`config.mk`:
```
export PLATFORM = sky130hd
export DESIGN_NAME = tetris_cmd_scheduler
export DESIGN_NICKNAME = d
export VERILOG_FILES = /design/src/rtl/tetris_cmd_pkg.sv /design/src/rtl/tetris_gravity_timer.sv /design/src/rtl/tetris_cmd_scheduler.sv
export SDC_FILE = /design/constraint.sdc
export NUM_CORES = 1
export LEC_CHECK = 0
export ABC_CLOCK_PERIOD_IN_PS = 4500
export CORE_MARGIN = 4
export CORE_UTILIZATION = 53
export CTS_CLUSTER_DIAMETER = 50
export DETAILED_ROUTE_END_ITERATION = 8
export GPL_ROUTABILITY_DRIVEN = 0
export PLACE_DENSITY = 0.76
export SYNTH_ARGS = -nofsm -noshare
export SYNTH_HDL_FRONTEND = slang
export SYNTH_HIERARCHICAL = 1
export SYNTH_SLANG_ARGS = --single-unit
```
`constraint.sdc`:
```
create_clock -name clk -period 4.5 [get_ports clk]
set_input_delay 0.9 -clock clk [delete_from_list [all_inputs] [get_ports clk]]
set_output_delay 0.9 -clock clk [all_outputs]
set_load 0.01 [all_outputs]
```
`src/rtl/tetris_cmd_pkg.sv`:
```
// Shared command codes and scheduler state encoding for the Tetris move path.
// The CMD_* codes are also decoded by Tetris_design, so keep them in sync.
package tetris_cmd_pkg;

  localparam logic [2:0] CMD_NONE   = 3'd0;
  localparam logic [2:0] CMD_LEFT   = 3'd1;
  localparam logic [2:0] CMD_RIGHT  = 3'd2;
  localparam logic [2:0] CMD_ROTATE = 3'd3;
  localparam logic [2:0] CMD_DOWN   = 3'd4;
  localparam logic [2:0] CMD_DROP   = 3'd5;

  typedef enum logic [1:0] {
    ST_IDLE    = 2'd0,
    ST_ISSUE   = 2'd1,
    ST_HOLDOFF = 2'd2
  } sched_state_t;

  // Request vectors are indexed by (code - 1): LEFT, RIGHT, ROTATE, DOWN, DROP.
  function automatic logic [2:0] pick_cmd(input logic [4:0] req);
    logic [2:0] code;
    code = CMD_NONE;
    if (req[4])      code = CMD_DROP;
    else if (req[3]) code = CMD_DOWN;
    else if (req[2]) code = CMD_ROTATE;
    else if (req[0]) code = CMD_LEFT;
    else if (req[1]) code = CMD_RIGHT;
    return code;
  endfunction

  function automatic logic [4:0] cmd_onehot(input logic [2:0] code);
    logic [4:0] hot;
    hot = '0;
    case (code)
      CMD_LEFT:   hot = 5'b00001;
      CMD_RIGHT:  hot = 5'b00010;
      CMD_ROTATE: hot = 5'b00100;
      CMD_DOWN:   hot = 5'b01000;
      CMD_DROP:   hot = 5'b10000;
      default:    hot = '0;
    endcase
    return hot;
  endfunction

endpackage

```
`src/rtl/tetris_gravity_timer.sv`:
```
// Free-running gravity counter producing a one-cycle tick every GRAV_DIV
// (or FAST_DIV while fast=1) cycles of run; clear holds it at zero.
module tetris_gravity_timer #(
  parameter int unsigned GRAV_DIV = 50_000_000,
  parameter int unsigned FAST_DIV = 5_000_000
) (
  input  logic clk,
  input  logic rst_n,
  input  logic run,
  input  logic clear,
  input  logic fast,
  output logic tick
);

  logic [31:0] cnt;
  logic [31:0] last;

  // Using >= lets a switch to the shorter period fire at once when the count is already past it.
  assign last = fast ? 32'(FAST_DIV - 1) : 32'(GRAV_DIV - 1);
  assign tick = run && !clear && (cnt >= last);

  always_ff @(posedge clk) begin
    if (!rst_n || clear) begin
      cnt <= '0;
    end else if (run) begin
      cnt <= tick ? '0 : cnt + 32'd1;
    end
  end

endmodule

```
`src/rtl/tetris_cmd_scheduler.sv`:
```
// Serializes button pulses and gravity ticks into one move command at a time
// for the game core, with fixed priority, request coalescing and a post-accept gap.
module tetris_cmd_scheduler
  import tetris_cmd_pkg::*;
#(
  parameter int unsigned GRAV_DIV = 50_000_000,
  parameter int unsigned FAST_DIV = 5_000_000,
  parameter int unsigned GAP      = 2
) (
  input  logic       clk,
  input  logic       rst_n,
  input  logic       game_run,
  input  logic       move_left,
  input  logic       move_right,
  input  logic       rotate,
  input  logic       move_tobottom,
  input  logic       move_fast,
  output logic       cmd_valid,
  output logic [2:0] cmd_code,
  input  logic       cmd_ready,
  output logic       busy,
  output logic [7:0] coalesce_cnt
);

  localparam int HW = (GAP > 1) ? $clog2(GAP) : 1;

  sched_state_t    state, state_next;
  logic [2:0]      code_q, code_next;
  logic [4:0]      pend, pulse, req, granted, merged;
  logic [HW-1:0]   hold_cnt;
  logic [2:0]      merge_n;
  logic [8:0]      coal_sum;
  logic            accept;
  logic            grav_tick;

  tetris_gravity_timer #(
    .GRAV_DIV(GRAV_DIV),
    .FAST_DIV(FAST_DIV)
  ) u_gravity (
    .clk  (clk),
    .rst_n(rst_n),
    .run  (game_run),
    .clear(!game_run),
    .fast (move_fast),
    .tick (grav_tick)
  );

  assign pulse   = {move_tobottom, grav_tick, rotate, move_right, move_left};
  assign req     = pend | pulse;
  assign accept  = (state == ST_ISSUE) && cmd_ready;
  assign granted = accept ? cmd_onehot(code_q) : '0;
  assign merged  = pulse & pend & ~granted;

  assign cmd_valid = (state == ST_ISSUE);
  assign cmd_code  = code_q;
  assign busy      = (state != ST_IDLE);

  always_comb begin
    merge_n = '0;
    for (int i = 0; i < 5; i++) begin
      merge_n = merge_n + {2'b00, merged[i]};
    end
    coal_sum = {1'b0, coalesce_cnt} + {6'd0, merge_n};
  end

  // IDLE looks at live pulses too, so a fresh request is offered on the very next cycle.
  always_comb begin
    state_next = state;
    code_next  = code_q;
    if (!game_run) begin
      state_next = ST_IDLE;
      code_next  = CMD_NONE;
    end else begin
      case (state)
        ST_IDLE: begin
          if (|req) begin
            state_next = ST_ISSUE;
            code_next  = pick_cmd(req);
          end
        end
        ST_ISSUE: begin
          if (accept) begin
            code_next  = CMD_NONE;
            state_next = (GAP > 0) ? ST_HOLDOFF : ST_IDLE;
          end
        end
        ST_HOLDOFF: begin
          if (hold_cnt == HW'(GAP - 1)) begin
            state_next = ST_IDLE;
          end
        end
        default: begin
          state_next = ST_IDLE;
          code_next  = CMD_NONE;
        end
      endcase
    end
  end

  always_ff @(posedge clk) begin
    if (!rst_n) begin
      state        <= ST_IDLE;
      code_q       <= CMD_NONE;
      pend         <= '0;
      hold_cnt     <= '0;
      coalesce_cnt <= '0;
    end else begin
      state    <= state_next;
      code_q   <= code_next;
      hold_cnt <= (state == ST_HOLDOFF) ? hold_cnt + 1'b1 : '0;
      if (!game_run) begin
        pend <= '0;
      end else begin
        pend         <= (pend & ~granted) | pulse;
        coalesce_cnt <= coal_sum[8] ? 8'hFF : coal_sum[7:0];
      end
    end
  end

endmodule
```
# Yosys cells after proc, flatten, opt, wreduce, memory -nomap -nowiden

Index checks and enable logic that the tools add are counted.

Register bits after elaboration: 51
Logic and storage cells: 60

Equal/unequal tests: 10
Order comparisons: 1
Muxes and demuxes: 17
Add/sub/neg operators: 7
Bitwise gates (word level): 7
Reduce and logical (&&, ||, !) cells: 12

Operator list:

| kind                                           | count |
|---|---|
| adder 32 x 1 -> 32 bit (second input constant) | 1 |
| greater-or-equal comparator 32 bit             | 1 |
| 2-to-1 mux 32 bit                              | 1 |
| 2-to-1 mux 26 bit                              | 1 |
| one-hot mux 5 bit (5 select lines)             | 1 |
| AND 5 bit                                      | 3 |
| 2-to-1 mux 2 bit                               | 6 |
| 2-to-1 mux 3 bit                               | 4 |
| OR 5 bit                                       | 2 |
| adder 8 x 3 -> 9 bit                           | 1 |
| one-hot mux 3 bit (3 select lines)             | 1 |
| 2-to-1 mux 8 bit                               | 1 |
| adder 3 x 1 -> 3 bit                           | 2 |
| == test 3 x 2 -> 1 bit (second input constant) | 2 |
| == test 3 bit (second input constant)          | 2 |
| one-hot mux 2 bit (3 select lines)             | 1 |
| AND reduction 3 bit                            | 2 |
| 2-to-1 mux 5 bit                               | 1 |
| inverter 5 bit                                 | 1 |
| OR reduction 5 bit                             | 1 |
| != test 2 bit (second input constant)          | 2 |
| AND reduction 2 bit                            | 2 |
| adder 2 x 1 -> 3 bit                           | 1 |
| == test 3 x 1 -> 1 bit (second input constant) | 1 |
| other kinds (11)                               | 13 |

# Longest topological paths before layout

Depth after elaboration: 11
Depth in mapped cells: 16
Gate-level depth less buffers: 16

# By module

The synthesis kept the hierarchy.

Modules (own cells, without submodules):

| module               | instances | area each (um^2) | seq. area each (um^2) | cells each |
|---|---|---|---|---|
| tetris_gravity_timer | 1         | 2,044.5          | 640.6                 | 213 |
| tetris_cmd_scheduler | 1         | 1,073.5          | 380.4                 | 116 |

# Least setup slack after synthesis

No wires, ideal clock.

Path type: input port to flip-flop
Start point: input move_fast
End point: register coalesce_cnt[4]
Library setup time: 0.115 ns
Buffers on the path: 0
Cell stages on the path: 16
Required time: 4.385 ns
Arrival: 4.360 ns
Slack: 0.024 ns
Cell sequence: inv_1 ha_1 inv_1 or4_1 o221ai_1 a211o_2 and3b_1 inv_1 nor2_1 fa_1 ha_1 fa_1 a21oi_1 nor2_4 a21o_1 and3_1

Longest elaborated chain between the ends: 9

Ends and longest elaborated chain:

| element                            | line                        | text |
|---|---|---|
| start: declaration                 | tetris_cmd_scheduler.sv:17  | `input logic move_fast,` |
| 2-to-1 mux 26 bit                  | tetris_gravity_timer.sv:19  | `assign last = fast ? 32'(FAST_DIV - 1) : 32'(GRAV_DIV - 1);` |
| greater-or-equal comparator 32 bit | tetris_gravity_timer.sv:20  | `assign tick = run && !clear && (cnt >= last);` |
| logical AND 1 bit                  | tetris_gravity_timer.sv:20  |  |
| via grav_tick                      | tetris_cmd_scheduler.sv:34  | `logic grav_tick;` |
| AND 5 bit (2 in a row)             | tetris_cmd_scheduler.sv:52  | `assign merged = pulse & pend & ~granted;` |
| adder 3 x 1 -> 3 bit (2 in a row)  | tetris_cmd_scheduler.sv:61  | `merge_n = merge_n + {2'b00, merged[i]};` |
| adder 8 x 3 -> 9 bit               | tetris_cmd_scheduler.sv:63  | `coal_sum = {1'b0, coalesce_cnt} + {6'd0, merge_n};` |
| 2-to-1 mux 8 bit                   | tetris_cmd_scheduler.sv:115 | `coalesce_cnt <= coal_sum[8] ? 8'hFF : coal_sum[7:0];` |
| end signal: assignment             | tetris_cmd_scheduler.sv:115 |  |
| end: declaration                   | tetris_cmd_scheduler.sv:22  | `output logic [7:0] coalesce_cnt` |

The timed path passes the listed nets, and every way through them passes these cells.
A chain may end at the register's enable or synchronous reset.

# Final worst setup path

Same ends and word-level chain as after synthesis.

==> results.sh <==
export IMPL_status="finished clean"
export IMPL_fin_skew_ns=0.0111
export IMPL_postCtsSetupBuffers=0
export IMPL_highest_layer="met4"
export IMPL_holdCritPathClass="reg -> reg"
export IMPL_cts_buffer_depth=2
export IMPL_drive_above_1_share_pct=18.6
export IMPL_p_seq_share_pct=53.7
export IMPL_die_width_um=84.7
export IMPL_clock_sinks=51
export IMPL_grt_use_total_pct=18.9
export IMPL_fmax_mhz=232
export IMPL_viasPerCell=6.00
export IMPL_holdWs_ns=0.433
export IMPL_wl_per_cell_um=15.3
export IMPL_finalNetCount=384
export IMPL_drt_iter0_drc=163
export IMPL_port_buffer_count=21
export IMPL_vdd_ir_drop_max_mv=0.183
export IMPL_startpoint_type="input pin"
export IMPL_cp_num_buf_inv=4
export IMPL_antenna_found_initial=0
export IMPL_worst_path_max_delay_cell="fa_1"
export IMPL_power_share_clock_pct=36.2
export IMPL_synth_area_per_cell_um2=9.48
export IMPL_worstPathMaxFanout=6
export IMPL_row_count=27
export IMPL_timing_final_crit_period_ns=4.31
export IMPL_synth_cell_types=57
export IMPL_num_vias=2554
export IMPL_first_pass_iters=5
export IMPL_finalMaxSlewViolations=0
export IMPL_wl_met3_um=261
export IMPL_p_int_w=0.000659
export IMPL_cts_resized=2
export IMPL_crit_type="in -> reg"
export IMPL_synth_edf_count=0
export IMPL_synth_net_count=359
export IMPL_worst_pin_slew_ns=0.904
export IMPL_syn_inst=329
export IMPL_sw_frac_of_total_pct=24.2
export IMPL_drc=0
export IMPL_r2r_slack_ns=0.66
export IMPL_overflow=0
export IMPL_cts_buffers=5
export IMPL_postSynth_asyncResetShare_pct=0
export IMPL_cts_tree="done"
export IMPL_synth_warnings=6
export IMPL_diodes=0
export IMPL_grt_max_degree=33
export IMPL_grt_setup_unrepaired="false"
export IMPL_die_area_um2=7170
export IMPL_cp_startpoint="move_fast"
export IMPL_finalHoldViolations=0
export IMPL_antenna_left=0
export IMPL_final_common_cell="dfxtp_1"
export IMPL_synth_seq_cells=51
export IMPL_cp_data_arrival_time_ns=4.52
export IMPL_dpl_hpwl_um=4670
export IMPL_finalSetupViolCount=0
export IMPL_htree_levels=2
export IMPL_finalCritPeriodShare_pct=95.9
export IMPL_die_h_um=84.7
export IMPL_p_per_area_nw_per_um2=247
export IMPL_p_comb_share_pct=10.2
export IMPL_routed_wl_um=6510
export IMPL_pin_count=22
export IMPL_holdCritStartpoint="hold_cnt$_SDFF_PN0_"
export IMPL_power_switching_w=0.000211
export IMPL_maxCapViolCount=0
export IMPL_syn_area_um2=3120
export IMPL_cts_hold_fix_buffers=0
export IMPL_worstSkewPairLatency_ns=0.30
export IMPL_max_stage_delay_ns=0.46
export IMPL_grt_pass1_wl_um=11400
export IMPL_final_util_pct=62.9
export IMPL_syn_to_final_growth_pct=13.1
export IMPL_r2r_start="u_gravity/cnt[15]$_SDFFE_PP0P_"
export IMPL_total_power_w=0.000870
export IMPL_cp_required_ns=4.71
export IMPL_met2_wirelength_um=3160
export IMPL_start_util_pct=55.6
export IMPL_p_leak_nw=1.25
export IMPL_mostFrequentLayoutCells="dfxtp_1 (51), a211oi_2 (29), nor2_1 (24), xnor2_1 (21), clkdlybuf4s50_1 (19)"
export IMPL_path_cells="clkbuf_2 -> inv_1 -> ha_1 -> a211o_1 -> a21oi_1 -> o221ai_1 -> a211o_2 -> and3b_1 -> inv_1 -> nor2_1 -> fa_1 -> ha_1 -> fa_1 -> a21oi_1 -> buf_4 -> nor2_4 -> a21o_1 -> and3_1"
export IMPL_critPathCaptureType="flop"
export IMPL_core_um2=5610
export IMPL_cts_root_buf="clkbuf_8"
export IMPL_synth_main_ff_cell="dfxtp_1"
export IMPL_clk_pin_slew_ns=0.10
export IMPL_slew_headroom_pct=39.8
export IMPL_wl_met1_um=2980
export IMPL_critical_path_top_delay_family="adder cells"
export IMPL_setup_tns_final_ns=0
export IMPL_first_global_vias=2458
export IMPL_ys_seq_area_share_pct=32.7
## cell families after synthesis
group	after synthesis	synth area share [%]
simple gates	123	23.2
compound gates	74	22.0
flops	51	32.7
xor+xnor	30	8.43
buf+inv	30	4.41
fa+ha+maj	21	9.15
## routing by layer
metal | up-vias | track usage [%]
li1 | 1273 | -
met5 | - | 0
met3 | 10 | 4.81
met2 | 61 | 31.0
met4 | 0 | 6.19
met1 | 1210 | 24.1
## flip-flops by register name, summed over array words and instances (netlist names)
| signal | count |
|---|---|
| hold_cnt | 1 |
| state | 2 |
| cmd_code | 3 |
| u_gravity/cnt | 32 |
| pend | 5 |
| coalesce_cnt | 8 |
## synth_stat cells (all sizes together), types with 2 or more instances
cell type / count / area share [%]
dfxtp: 51 / 33
a211oi: 30 / 12
nor2: 26 / 3.5
xnor2: 21 / 5.9
ha: 18 / 7.2
nand2: 18 / 2.2
nor3: 17 / 3.0
inv: 15 / 1.8
nand3: 15 / 2.4
a21oi: 10 / 1.6
clkbuf: 10 / 1.2
nand4: 9 / 2.0
o21ai: 9 / 1.6
xor2: 9 / 2.5
and3: 6 / 1.2
and4: 6 / 1.7
a31oi: 5 / 1.2
buf: 5 / 1.4
nor4: 5 / 2.0
a21o: 4 / 0.96
and3b: 3 / 0.84
fa: 3 / 1.9
nand2b: 3 / 0.60
nand3b: 3 / 0.72
o221a: 3 / 1.1
a211o: 2 / 0.60
a41oi: 2 / 0.56
and2: 2 / 0.40
nand4b: 2 / 0.76
nor2b: 2 / 0.40
or3: 2 / 0.40
or4: 2 / 0.48
## layout make-up
type	instances	area [µm²]
fillers	484	2080
multi-input cells	248	1960
flip-flops and latches	51	1020
repair buffers	33	290
well taps	72	90.1
clock buffers	5	68.8
inverters	15	56.3
clock inverters	2	37.5
## worst paths after layout
| kind | cells past startpoint | endpoint |
|---|---|---|
| max reg2reg | 16 | coalesce_cnt[4]$_SDFFE_PN0P_ |
| min | 1 | hold_cnt$_SDFF_PN0_ |
| max | 18 | coalesce_cnt[4]$_SDFFE_PN0P_ |
| min reg2reg | 1 | hold_cnt$_SDFF_PN0_ |
## worst register-to-register path: stages, from the launching register on
cell      delay, ns
dfxtp_1        0.35
ha_1           0.30
nand4_1        0.12
or4_1          0.48
o221ai_1       0.17
a211o_2        0.17
and3b_1        0.17
inv_1          0.06
nor2_1         0.15
fa_1           0.45
ha_1           0.24
fa_1           0.41
a21oi_1        0.16
buf_4          0.14
nor2_4         0.04
a21o_1         0.16
and3_1         0.16
## stage by stage
| step | instances | setup WS [ns] | cell area, µm² |
|---|---|---|---|
| final | 426 | 0.185 | 3530 |
| after global routing | 426 | 0.0400 | 3530 |
| after CTS | 426 | 0.00771 | 3530 |
| after detailed placement | 419 | -0.621 | 3420 |
| after global placement | 419 | -0.476 | 3420 |
| after floorplan | 329 | 0.0241 | 3120 |
## power groups by stage
stage | logic [W] | registers [W] | clock network [W]
floorplan | 0.0000515 | 0.000476 | 0
global placement | 0.0000851 | 0.000477 | 0
detailed placement | 0.0000883 | 0.000477 | 0
CTS | 0.0000892 | 0.000467 | 0.000326
global route | 0.0000976 | 0.000468 | 0.000346
finish | 0.0000885 | 0.000467 | 0.000315
(Power assumes the default switching activity.)
